[src/rtl/i2c_byte_master.sv]
`timescale 1ns/1ps
`default_nettype none
// ============================================================================
//  Module   : i2c_byte_master
//  Purpose  : Byte-level I2C master (START / WRITE / READ / STOP commands)
//             driving open-drain SCL/SDA pull-low enables, with slave clock
//             stretching and a stretch timeout.
//  Revision : 1.0 - initial release
// ============================================================================
module i2c_byte_master #(
    parameter int CLK_DIV         = 62,
    parameter int STRETCH_TIMEOUT = 65535
) (
    input  logic       clk_i,
    input  logic       reset_i,
    input  logic       cmd_valid_i,
    output logic       cmd_ready_o,
    input  logic [1:0] cmd_op_i,
    input  logic [7:0] cmd_wdata_i,
    input  logic       cmd_rd_nack_i,
    output logic       rsp_valid_o,
    output logic [7:0] rsp_rdata_o,
    output logic       rsp_nack_o,
    output logic       rsp_timeout_o,
    output logic       busy_o,
    input  logic       scl_in_i,
    input  logic       sda_in_i,
    output logic       scl_drive_low_o,
    output logic       sda_drive_low_o
);

    localparam int CW = $clog2(CLK_DIV + 2);
    localparam int SW = $clog2(STRETCH_TIMEOUT + 1);

    localparam logic [1:0] OP_START = 2'd0;
    localparam logic [1:0] OP_WRITE = 2'd1;
    localparam logic [1:0] OP_READ  = 2'd2;
    localparam logic [1:0] OP_STOP  = 2'd3;

    typedef enum logic [2:0] {
        S_IDLE  = 3'd0,
        S_START = 3'd1,
        S_BIT   = 3'd2,
        S_STOP  = 3'd3,
        S_RESP  = 3'd4
    } state_t;

    state_t          state_q, state_d;
    logic [1:0]      phase_q, phase_d;
    logic [CW-1:0]   cnt_q, cnt_d;
    logic [SW-1:0]   stretch_q, stretch_d;
    logic [3:0]      bcnt_q, bcnt_d;      // 0..7 data bits (MSB first), 8 = ACK
    logic [7:0]      sh_q, sh_d;          // tx bits out of [7] / rx bits into [0]
    logic [1:0]      op_q, op_d;
    logic            rdnack_q, rdnack_d;
    logic            ack_q, ack_d;        // SDA level sampled in the ACK bit
    logic            scl_q, scl_d;        // last driven line values, held between ops
    logic            sda_q, sda_d;
    logic [7:0]      rdata_q, rdata_d;
    logic            nack_q, nack_d;
    logic            to_q, to_d;

    logic            w_active;
    logic            w_tick;
    logic            w_stall;
    logic            w_bit_low;

    assign w_active = (state_q == S_START) || (state_q == S_BIT) || (state_q == S_STOP);
    assign w_tick   = (cnt_q == CW'(CLK_DIV));
    // Phase 1 always releases SCL; a low level there means a slave is stretching.
    assign w_stall  = (phase_q == 2'd1) && !scl_in_i;

    // SDA pull-low for the current bit: data bits for WRITE, master ACK/NACK for READ
    always_comb begin
        w_bit_low = 1'b0;
        if (bcnt_q == 4'd8) begin
            w_bit_low = (op_q == OP_READ) ? ~rdnack_q : 1'b0;
        end else begin
            w_bit_low = (op_q == OP_WRITE) ? ~sh_q[7] : 1'b0;
        end
    end

    assign rsp_rdata_o   = rdata_q;
    assign rsp_nack_o    = nack_q;
    assign rsp_timeout_o = to_q;

    // Next-state, line drive and handshake logic
    always_comb begin
        state_d   = state_q;
        phase_d   = phase_q;
        cnt_d     = cnt_q;
        stretch_d = stretch_q;
        bcnt_d    = bcnt_q;
        sh_d      = sh_q;
        op_d      = op_q;
        rdnack_d  = rdnack_q;
        ack_d     = ack_q;
        rdata_d   = rdata_q;
        nack_d    = nack_q;
        to_d      = to_q;
        scl_drive_low_o = scl_q;
        sda_drive_low_o = sda_q;
        cmd_ready_o = 1'b0;
        busy_o      = w_active;
        rsp_valid_o = 1'b0;

        unique case (state_q)
            S_IDLE: begin
                cmd_ready_o = 1'b1;
                if (cmd_valid_i) begin
                    op_d      = cmd_op_i;
                    sh_d      = cmd_wdata_i;
                    rdnack_d  = cmd_rd_nack_i;
                    phase_d   = 2'd0;
                    cnt_d     = '0;
                    stretch_d = '0;
                    bcnt_d    = 4'd0;
                    case (cmd_op_i)
                        OP_START: state_d = S_START;
                        OP_STOP:  state_d = S_STOP;
                        default:  state_d = S_BIT;
                    endcase
                end
            end
            S_START: begin
                // p0 keeps SCL as it was so a repeated start does not glitch SCL
                case (phase_q)
                    2'd0:    sda_drive_low_o = 1'b0;
                    2'd1:    begin scl_drive_low_o = 1'b0; sda_drive_low_o = 1'b0; end
                    2'd2:    begin scl_drive_low_o = 1'b0; sda_drive_low_o = 1'b1; end
                    default: begin scl_drive_low_o = 1'b1; sda_drive_low_o = 1'b1; end
                endcase
            end
            S_BIT: begin
                scl_drive_low_o = (phase_q == 2'd0) || (phase_q == 2'd3);
                sda_drive_low_o = w_bit_low;
            end
            S_STOP: begin
                case (phase_q)
                    2'd0:    begin scl_drive_low_o = 1'b1; sda_drive_low_o = 1'b1; end
                    2'd1:    begin scl_drive_low_o = 1'b0; sda_drive_low_o = 1'b1; end
                    default: begin scl_drive_low_o = 1'b0; sda_drive_low_o = 1'b0; end
                endcase
            end
            S_RESP: begin
                rsp_valid_o = 1'b1;
                state_d     = S_IDLE;
            end
            default: state_d = S_IDLE;
        endcase

        scl_d = scl_drive_low_o;
        sda_d = sda_drive_low_o;

        if (w_active) begin
            if (w_stall) begin
                if (stretch_q == SW'(STRETCH_TIMEOUT - 1)) begin
                    // Abort: free the bus and report the timeout
                    state_d = S_RESP;
                    to_d    = 1'b1;
                    nack_d  = 1'b0;
                    scl_d   = 1'b0;
                    sda_d   = 1'b0;
                end else begin
                    stretch_d = stretch_q + SW'(1);
                end
            end else begin
                stretch_d = '0;
                if (w_tick) begin
                    cnt_d = '0;
                    // Sample SDA on the last cycle of the SCL-high phase
                    if ((state_q == S_BIT) && (phase_q == 2'd2)) begin
                        if (bcnt_q == 4'd8) begin
                            ack_d = sda_in_i;
                        end else if (op_q == OP_READ) begin
                            sh_d = {sh_q[6:0], sda_in_i};
                        end
                    end
                    if (phase_q != 2'd3) begin
                        phase_d = phase_q + 2'd1;
                    end else begin
                        phase_d = 2'd0;
                        if ((state_q == S_BIT) && (bcnt_q != 4'd8)) begin
                            bcnt_d = bcnt_q + 4'd1;
                            if (op_q == OP_WRITE) begin
                                sh_d = {sh_q[6:0], 1'b0};
                            end
                        end else begin
                            state_d = S_RESP;
                            to_d    = 1'b0;
                            nack_d  = (state_q == S_BIT) && (op_q == OP_WRITE) && ack_q;
                            if ((state_q == S_BIT) && (op_q == OP_READ)) begin
                                rdata_d = sh_q;
                            end
                        end
                    end
                end else begin
                    cnt_d = cnt_q + CW'(1);
                end
            end
        end
    end

    // State and datapath registers; reset frees both lines at once
    always_ff @(posedge clk_i or posedge reset_i) begin
        if (reset_i) begin
            state_q   <= S_IDLE;
            phase_q   <= 2'd0;
            cnt_q     <= '0;
            stretch_q <= '0;
            bcnt_q    <= 4'd0;
            sh_q      <= 8'd0;
            op_q      <= 2'd0;
            rdnack_q  <= 1'b0;
            ack_q     <= 1'b0;
            scl_q     <= 1'b0;
            sda_q     <= 1'b0;
            rdata_q   <= 8'd0;
            nack_q    <= 1'b0;
            to_q      <= 1'b0;
        end else begin
            state_q   <= state_d;
            phase_q   <= phase_d;
            cnt_q     <= cnt_d;
            stretch_q <= stretch_d;
            bcnt_q    <= bcnt_d;
            sh_q      <= sh_d;
            op_q      <= op_d;
            rdnack_q  <= rdnack_d;
            ack_q     <= ack_d;
            scl_q     <= scl_d;
            sda_q     <= sda_d;
            rdata_q   <= rdata_d;
            nack_q    <= nack_d;
            to_q      <= to_d;
        end
    end

endmodule
`default_nettype wire
[config.mk]
export PLATFORM = sky130hd
export DESIGN_NAME = i2c_byte_master
export DESIGN_NICKNAME = d
export VERILOG_FILES = /design/src/rtl/i2c_byte_master.sv
export SDC_FILE = /design/constraint.sdc
export NUM_CORES = 1
export LEC_CHECK = 0
export CORE_MARGIN = 1.5
export CORE_UTILIZATION = 30
export CTS_CLUSTER_SIZE = 16
export DETAILED_ROUTE_END_ITERATION = 10
export PLACE_DENSITY = 0.5
export RECOVER_POWER = 50
export REMOVE_ABC_BUFFERS = 1
export SLEW_MARGIN = 20
export SYNTH_ARGS = -nofsm -noshare
export SYNTH_HDL_FRONTEND = slang
export SYNTH_SLANG_ARGS = --single-unit
[constraint.sdc]
create_clock -name clk_i -period 2.22 [get_ports clk_i]
set_clock_uncertainty 0.1 [all_clocks]
set_input_delay 0.666 -clock clk_i [delete_from_list [all_inputs] [get_ports clk_i]]
set_output_delay 0.666 -clock clk_i [all_outputs]
set_load 0.01 [all_outputs]
==> results list, run 1 <==
- For this configuration, the core starts out at a cell density of 0.309.
- GRT overflow: 0
* Switching part of the total power: 0.336
* Final core area utilization: 0.403
- Gate count after technology mapping: 324
- Reg2reg start: state_q[1]
- Static timing analysis puts the maximum clock frequency at 384 MHz.
* Total core area: 0.0104 sq mm
- Buffers added on ports: 30
- Number of top-level pins: 31
- Post-synthesis sequential area ratio: 0.429
- In this run the vertical extent of the chip is 106 um.
- Fillers: 1038
- Max VDD drop: 0.292 mV
* Worst-Skew Late Latency: 0.32 ns
- Hold Path Cell Cnt: 1
- Number of H-tree levels: 2
* Switching power summed over all nets: 0.000977 W
- R2r setup slk: 0.08 ns
* Violated checks: negative setup slack
* Tightest Pin Transition: 0.618 ns
- For this design, the CTS-stage hold fixing added 0 buffers.
- The top cell types in the final layout, fill and taps aside, are dfrtp_1, nand2_1, buf_4.
- After synthesis, the share of flip-flops with an asynchronous set or reset is 1.00.
* Post-synth EDFFs: 0
- Count of cells along the worst register-to-register path: 9
- Startpoint of the most critical hold path: cnt_q[5]
- Number of maximum-capacitance constraint violations: 0
* Setup slack of the critical path after layout: -0.382 ns
- Setup repair after global routing could not meet its margin everywhere.
* Maximum number of pins on one net before global-route repair: 20
- Setup violations remaining at the end of the flow were counted as 2.
- Drt total wl: 7.84 mm
- Number of placed cells counting well taps: 526
- Measured against its own limit, the worst slew margin works out to 0.588.
- Number of antenna-violating nets in the routed design: 0
- For this run, the post-layout net count is 433.
- Portion of total power attributed to sequential cells: 0.448
* Fraction of layout cells with a size suffix above 1: 0.285
- For this design, the sink count on the clock tree is 55.
* Category of the most critical setup path: reg -> out
* Count of cell types in the netlist: 57
* Vias: 2679
- FF-to-FF End: stretch_q[4]
* Final cell count without fillers: 543
* Diodes inserted: 0
- Top FF cell, synth: dfrtp_1
- The share of total power dissipated in the clock network is 0.210.
- Vias in the first global route: 2758
* Yosys warning count: 0
- Clock-pin slew was measured on the worst setup and hold paths at 0.11 ns.
- #FFs+latches synth: 55
- The cell area that synthesis handed to floorplanning was 0.00321 sq mm.
- Via count normalized by instance count: 4.93
- The floorplan step defined a die boundary enclosing 0.0113 sq mm.
- Post-route DRC violation count: 0
- In this run the worst hold path is classified as reg -> reg.
- Area of combinational cells with multiple inputs: 0.00175 sq mm
- The first routing iteration left 89 violations.
* Arr. time, crit path: 1.84 ns
- A synthesized cell averages 9.91 sq um.
- Critical-path maximum fanout: 3
- The share of total power dissipated in combinational logic is 0.342.
* Static leakage: 1.84 nW
- In this run, CTS created clock tree buffers numbering 5.
- The cell sitting at the root of the clock tree is a clkbuf_8.
* DP Wirelength: 5.86 mm
* CTS tree: yes
- Global-route wire length before repair: 13.6 mm
- The run finished, with violations left.
- The number of endpoints with negative hold slack in the final report came to 0.
- The worst path in the final design needs a cycle of 2.60 ns, including I/O delays and setup.
- Die Wd: 106 um
* Number of max-slew violations in the final report: 0
- Area Overhead vs Synth: 30.1%
* Routed len/inst: 14.4 um
* Most common cell after layout, fill and taps aside: dfrtp_1
- For this run, the total global-route usage over all layers was measured as 0.149.
- Row count: 37
* End of the worst hold path: cnt_q[5]
* Gpl congestion: 0.823
- In this run the deepest clock path goes through 2 buffers.
- Power per unit of standard cell area: 696 mW/mm^2
- Endpoint required time on the critical path: 1.45 ns
* Worst Hold Margin: 0.377 ns
- Share of the cycle needed by the critical path after routing: 1.17
- The worst setup path is launched from a register.
- Reg area: 0.00138 sq mm
- Internal power summed over all cells: 0.00193 W
- The number of antenna violations at the first check in global routing came to 0.
* Number of iterations in the first detailed-routing pass: 4
* Endpoint class of the critical path: output port
[registers in the layout, indices dropped and copies added (netlist names), 2 cells and up]
register     flops
stretch_q       16
rsp_rdata_o      8
sh_q             8
cnt_q            6
bcnt_q           4
state_q          3
op_q             2
phase_q          2
[how the worst max path moves through the flow]
stage	start	to	slack, ns	depth (start not counted)
global placement	phase_q[0]	sda_drive_low_o	-0.47	6
global route	phase_q[0]	sda_drive_low_o	-0.46	6
floorplan	phase_q[0]	sda_drive_low_o	-0.003	5
CTS	phase_q[0]	sda_drive_low_o	-0.38	6
detailed placement	phase_q[0]	sda_drive_low_o	-0.50	6
finish	phase_q[0]	sda_drive_low_o	-0.38	6
[cell usage after synthesis, types with 5 or more instances]
library cell	number	area share
a21oi_1	19	0.030
o211ai_1	6	0.014
nand2_1	48	0.056
nor2b_1	7	0.014
nand2b_1	5	0.0097
ha_1	11	0.043
or4_1	7	0.016
o21ai_0	14	0.022
o31ai_1	10	0.023
mux2_2	17	0.060
buf_2	7	0.011
inv_1	14	0.016
dfrtp_1	55	0.43
nor2_1	13	0.015
nand3_1	15	0.023
[layer usage]
metal	global-route usage	vias up	share of wire
met5	0	-	0
met4	0.0362	0	0.011
met3	0.0300	7	0.041
met2	0.250	41	0.45
met1	0.198	1279	0.49
li1	-	1352	-
[critical path: stages, from the launching register on]
cell and delay (ns):
dfrtp_1 0.42, inv_2 0.05, ha_2 0.18, or4b_4 0.51, a21oi_2 0.13, a211o_1 0.12
buf_2 0.12
[area by class of cell]
| class | instances | share of cell area |
|---|---|---|
| well taps | 136 | 0.0408 |
| inverters | 15 | 0.0141 |
| flip-flops and latches | 55 | 0.330 |
| multi-input cells | 242 | 0.420 |
| clock buffers | 5 | 0.0165 |
| clock inverters | 3 | 0.00689 |
| repair buffers | 87 | 0.172 |
[what timing repair did]
action | 4_1_cts | 5_1_grt
pin swaps | 5 | 4
resized for setup | 28 | 17
setup buffers | 5 | 4
setup endpoints to repair | 5 | 10
[power groups by stage]
stage               clock [W]  sequential (W)  combinational [W]
global placement            0         0.00131           0.000950
global route         0.000667         0.00133            0.00112
floorplan                   0         0.00132           0.000531
finish               0.000609         0.00130           0.000994
detailed placement          0         0.00132           0.000960
CTS                  0.000633         0.00130           0.000982
[logic make-up (layout without fill, tap and decap cells)]
logic type / Yosys count / in the layout / synth area share
simple gates: 138 / 138 / 0.261
compound gates: 71 / 71 / 0.152
buf+inv: 27 / 110 / 0.0390
flops: 55 / 55 / 0.429
fa+ha+maj: 11 / 11 / 0.0429
mux: 22 / 22 / 0.0756
[metrics by stage]
step | setup slack (ns) | cell area, sq um | total power, W | TNS (ns)
2_1_floorplan | -0.00334 | 3140 | 0.00185 | -0.00334
3_3_place_gp | -0.467 | 4000 | 0.00226 | -7.19
3_5_place_dp | -0.500 | 4000 | 0.00228 | -8.07
4_1_cts | -0.378 | 4140 | 0.00291 | -0.572
5_1_grt | -0.456 | 4180 | 0.00312 | -1.73
6_report | -0.382 | 4180 | 0.00290 | -0.589
Power figures use the tool's default switching activity.
==> run 2, diff against run 1 <==
--- a/config.mk
+++ b/config.mk
@@ -5,6 +5,7 @@
 export SDC_FILE = /design/constraint.sdc
 export NUM_CORES = 1
 export LEC_CHECK = 0
+export CAP_MARGIN = 5
 export CORE_MARGIN = 1.5
 export CORE_UTILIZATION = 30
 export CTS_CLUSTER_SIZE = 16
==> constraint.sdc (replaced) <==
create_clock -name clk_i -period 2.1 [get_ports clk_i]
set_clock_uncertainty 0.1 [all_clocks]
set_input_delay 0.63 -clock clk_i [delete_from_list [all_inputs] [get_ports clk_i]]
set_output_delay 0.63 -clock clk_i [all_outputs]
set_load 0.01 [all_outputs]
==> run 2 against run 1 <==
- the flow still finishes with violations (negative setup slack)
- cell count fell by 0.37%
- non-clock buffer count fell by 1
- total power rose by 5.8%
- die area did not move
- core utilization rose by 0.19 points
- cell area rose by 0.48%
- sequential share of layout area fell by 0.16 points
- register-to-register slack got worse by 0.12 ns
- flip-flop and latch count did not move
- via count fell by 0.41%
==> results list, run 2 (synthesized netlist as in run 1, its figures left out) <==
- The flow ran to the end, but the final reports show violations.
- Violated checks: negative setup slack
- Largest reg by FF count: stretch_q
* Final cell count without fillers: 541
- Switching power summed over all nets: 0.000997 W
- Number of placed cells counting well taps: 529
* Number of iterations in the first detailed-routing pass: 4
* Buffers added on ports: 30
* Category of the most critical setup path: reg -> out
- Post-layout min period: 2.58 ns
- Counting along the longest clock path gives a buffer depth of 2.
- Number of maximum-capacitance constraint violations: 0
- The internal portion of the total power is 0.00208 W.
- Clock-pin slew was measured on the worst setup and hold paths at 0.10 ns.
- STA classifies the critical path startpoint as a register.
* Number of max-slew violations in the final report: 0
- End of the worst hold path: cnt_q[5]
* RSZ-0062 raised after global routing: yes
- At the end of the flow the core is filled with cells to 0.405.
* Hold Path Cell Cnt: 1
* Routed len/inst: 14.4 um
* Flip-flop count of the largest register after layout: 16
- Cell class contributing the biggest share of worst-path delay: simple AND/OR/NAND/NOR gates
* Ordered list of cells on the worst path: ha_2, or4b_4, a21oi_2, a211o_1, buf_2
- Endpoint required time on the critical path: 1.37 ns
- The tree built by TritonCTS fans out to 55 sinks.
- Entering global routing, the biggest net connects 56 pins.
* Proportion of power drawn by combinational gates: 0.356
* NumNets Final: 432
- After detailed placement, the total cell area comes to 0.00401 sq mm.
- The worst setup path is captured at an output port.
- FF-to-FF End: stretch_q[8]
* Total core area: 0.0104 sq mm
- GRT overflow: 0
- Post-route cell area: 0.00420 sq mm
- In this run the worst hold path is classified as reg -> reg.
- The detail route stage leaves a number of antenna-violating nets equal to 0.
* Slowest cell on crit path: or4b_4
- The repair_antennas step left the layout with diodes totalling 0.
- After detailed routing, the number of remaining DRC violations is 0.
- Initial core utilization: 0.309
- Number of H-tree levels: 2
- The analysis attributes to cell leakage a power of 1.84 nW.
* Max VDD drop: 0.290 mV
* Vias in the first global route: 2622
- Of the available clock period, the critical path in the final layout requires 1.23.
- Of the total power, the clock network draws 0.200.
- For this design the top-level I/O count stands at 31.
- The worst hold path begins at cnt_q[5].
- The top cell types in the final layout, fill and taps aside, are dfrtp_1, buf_4, nand2_1.
* Fraction of layout cells with a size suffix above 1: 0.301
* Portion of total power attributed to sequential cells: 0.444
- Delay of the slowest cell on the worst path: 0.53 ns
* Die Wd: 106 um
- TritonCTS built the clock tree.
- Setup violations remaining at the end of the flow were counted as 8.
- The worst pin sits at a relative slew slack of 0.482.
- The detailed router finished its first iteration with 96 violations.
- Across every metal layer, demand over resource in global routing totals 0.145.
* Highest attainable clock frequency: 388 MHz
- The die is 106 um tall.
* Number of antenna violations at the first check in global routing: 0
- The die covers 0.0113 sq mm.
- In this run the critical register-to-register path is launched from stretch_q[0].
- After detailed routing, the total wire length is 7.80 mm.
- Gpl congestion: 0.821
- Via count normalized by instance count: 4.93
* Hold Vio Cnt, Final: 0
* Most common cell after layout, fill and taps aside: dfrtp_1
* Clock tree root buffer cell: clkbuf_8
- R2r setup slk: -0.04 ns
- Global-route wire length before repair: 13.2 mm
- Vias: 2668
- Relative to the synthesized area, the layout overhead comes to 30.7%.
- The number of clock buffers added by TritonCTS is 5.
- Setup slack of the critical path after layout: -0.478 ns
- Of the total power, the share spent switching nets is 0.324.
- At the pin with the least slew margin, the transition time is 0.777 ns.
- The later pin in the worst-skew pair is clocked with a latency of 0.32 ns.
- Count of cells along the worst register-to-register path: 7
* Power per unit of standard cell area: 733 mW/mm^2
* Critical-path maximum fanout: 3
- Counting both buffers and inverters, the worst setup path holds a total of 1.
* DP Wirelength: 5.64 mm
- For the worst setup path, the data arrival time is 1.85 ns.
- After floorplanning, the core was divided into 37 placement rows.
[run 2: changes by cell type in the layout (fill, tap and decap cells not counted), sizes merged]
| cell | delta |
|---|---|
| clkdlybuf4s50 | -2 |
| inv | -2 |
| buf | +3 |
| dlymetal6s2s | +1 |
| dlygate4sd3 | +1 |
| clkdlybuf4s15 | -1 |
| clkbuf | -2 |
[run 2: repair_timing]
item                       4_1_cts  5_1_grt
setup endpoints to repair       15       18
gates resized for setup         34       21
setup buffers                    4        1
hold buffers                     0        0
pin swaps                        6        7
[run 2: layer usage]
metal	part of all wire	global-route usage	vias to the layer above
met5	0	0	-
met4	0.0073	0.0314	0
li1	-	-	1346
met1	0.50	0.205	1282
met3	0.032	0.0300	6
met2	0.46	0.229	34
[run 2: cell type report]
| cell class | count | area, sq um |
|---|---|---|
| fill | 1071 | 6170 |
| multi-input combinational | 242 | 1780 |
| sequential | 55 | 1380 |
| timing repair buffer | 86 | 723 |
| tap | 136 | 170 |
| clock buffer | 6 | 82.6 |
| inverter | 15 | 56.3 |
| clock inverter | 1 | 5.00 |
[run 2: worst max-delay path by stage]
stage	start	endpoint	depth (start not counted)
floorplan	phase_q[0]	sda_drive_low_o	5
global placement	phase_q[0]	sda_drive_low_o	6
detailed placement	phase_q[0]	sda_drive_low_o	6
CTS	phase_q[0]	sda_drive_low_o	5
global route	phase_q[1]	sda_drive_low_o	6
finish	phase_q[0]	sda_drive_low_o	5
[run 2: per-stage QoR]
| stage | setup TNS (ns) | worst slack [ns] | power [W] | hold slack [ns] |
|---|---|---|---|---|
| 5_1_grt | -2.74 | -0.559 | 0.00331 | 0.394 |
| 3_3_place_gp | -11.58 | -0.551 | 0.00240 | 0.351 |
| 6_report | -0.890 | -0.478 | 0.00307 | 0.368 |
| 2_1_floorplan | -0.0873 | -0.0873 | 0.00195 | 0.343 |
| 3_5_place_dp | -12.75 | -0.590 | 0.00242 | 0.358 |
| 4_1_cts | -0.750 | -0.478 | 0.00309 | 0.373 |
[run 2: power by group through the flow]
stage	combinational (W)	sequential (W)	clock (W)
finish	0.00110	0.00136	0.000614
global route	0.00124	0.00139	0.000680
CTS	0.00109	0.00137	0.000641
detailed placement	0.00104	0.00138	0
global placement	0.00102	0.00138	0
floorplan	0.000561	0.00139	0
[run 2: worst register-to-register path, delay by kind of cell, from the launching register on]
| kind | cells | cell delay (ns) |
|---|---|---|
| adder cells (fa/ha/maj) | 1 | 0.20 |
| AND/OR/NAND/NOR | 2 | 0.82 |
| flip-flops | 1 | 0.42 |
| buffers and inverters | 2 | 0.25 |
| AO/OA/AOI/OAI | 2 | 0.28 |
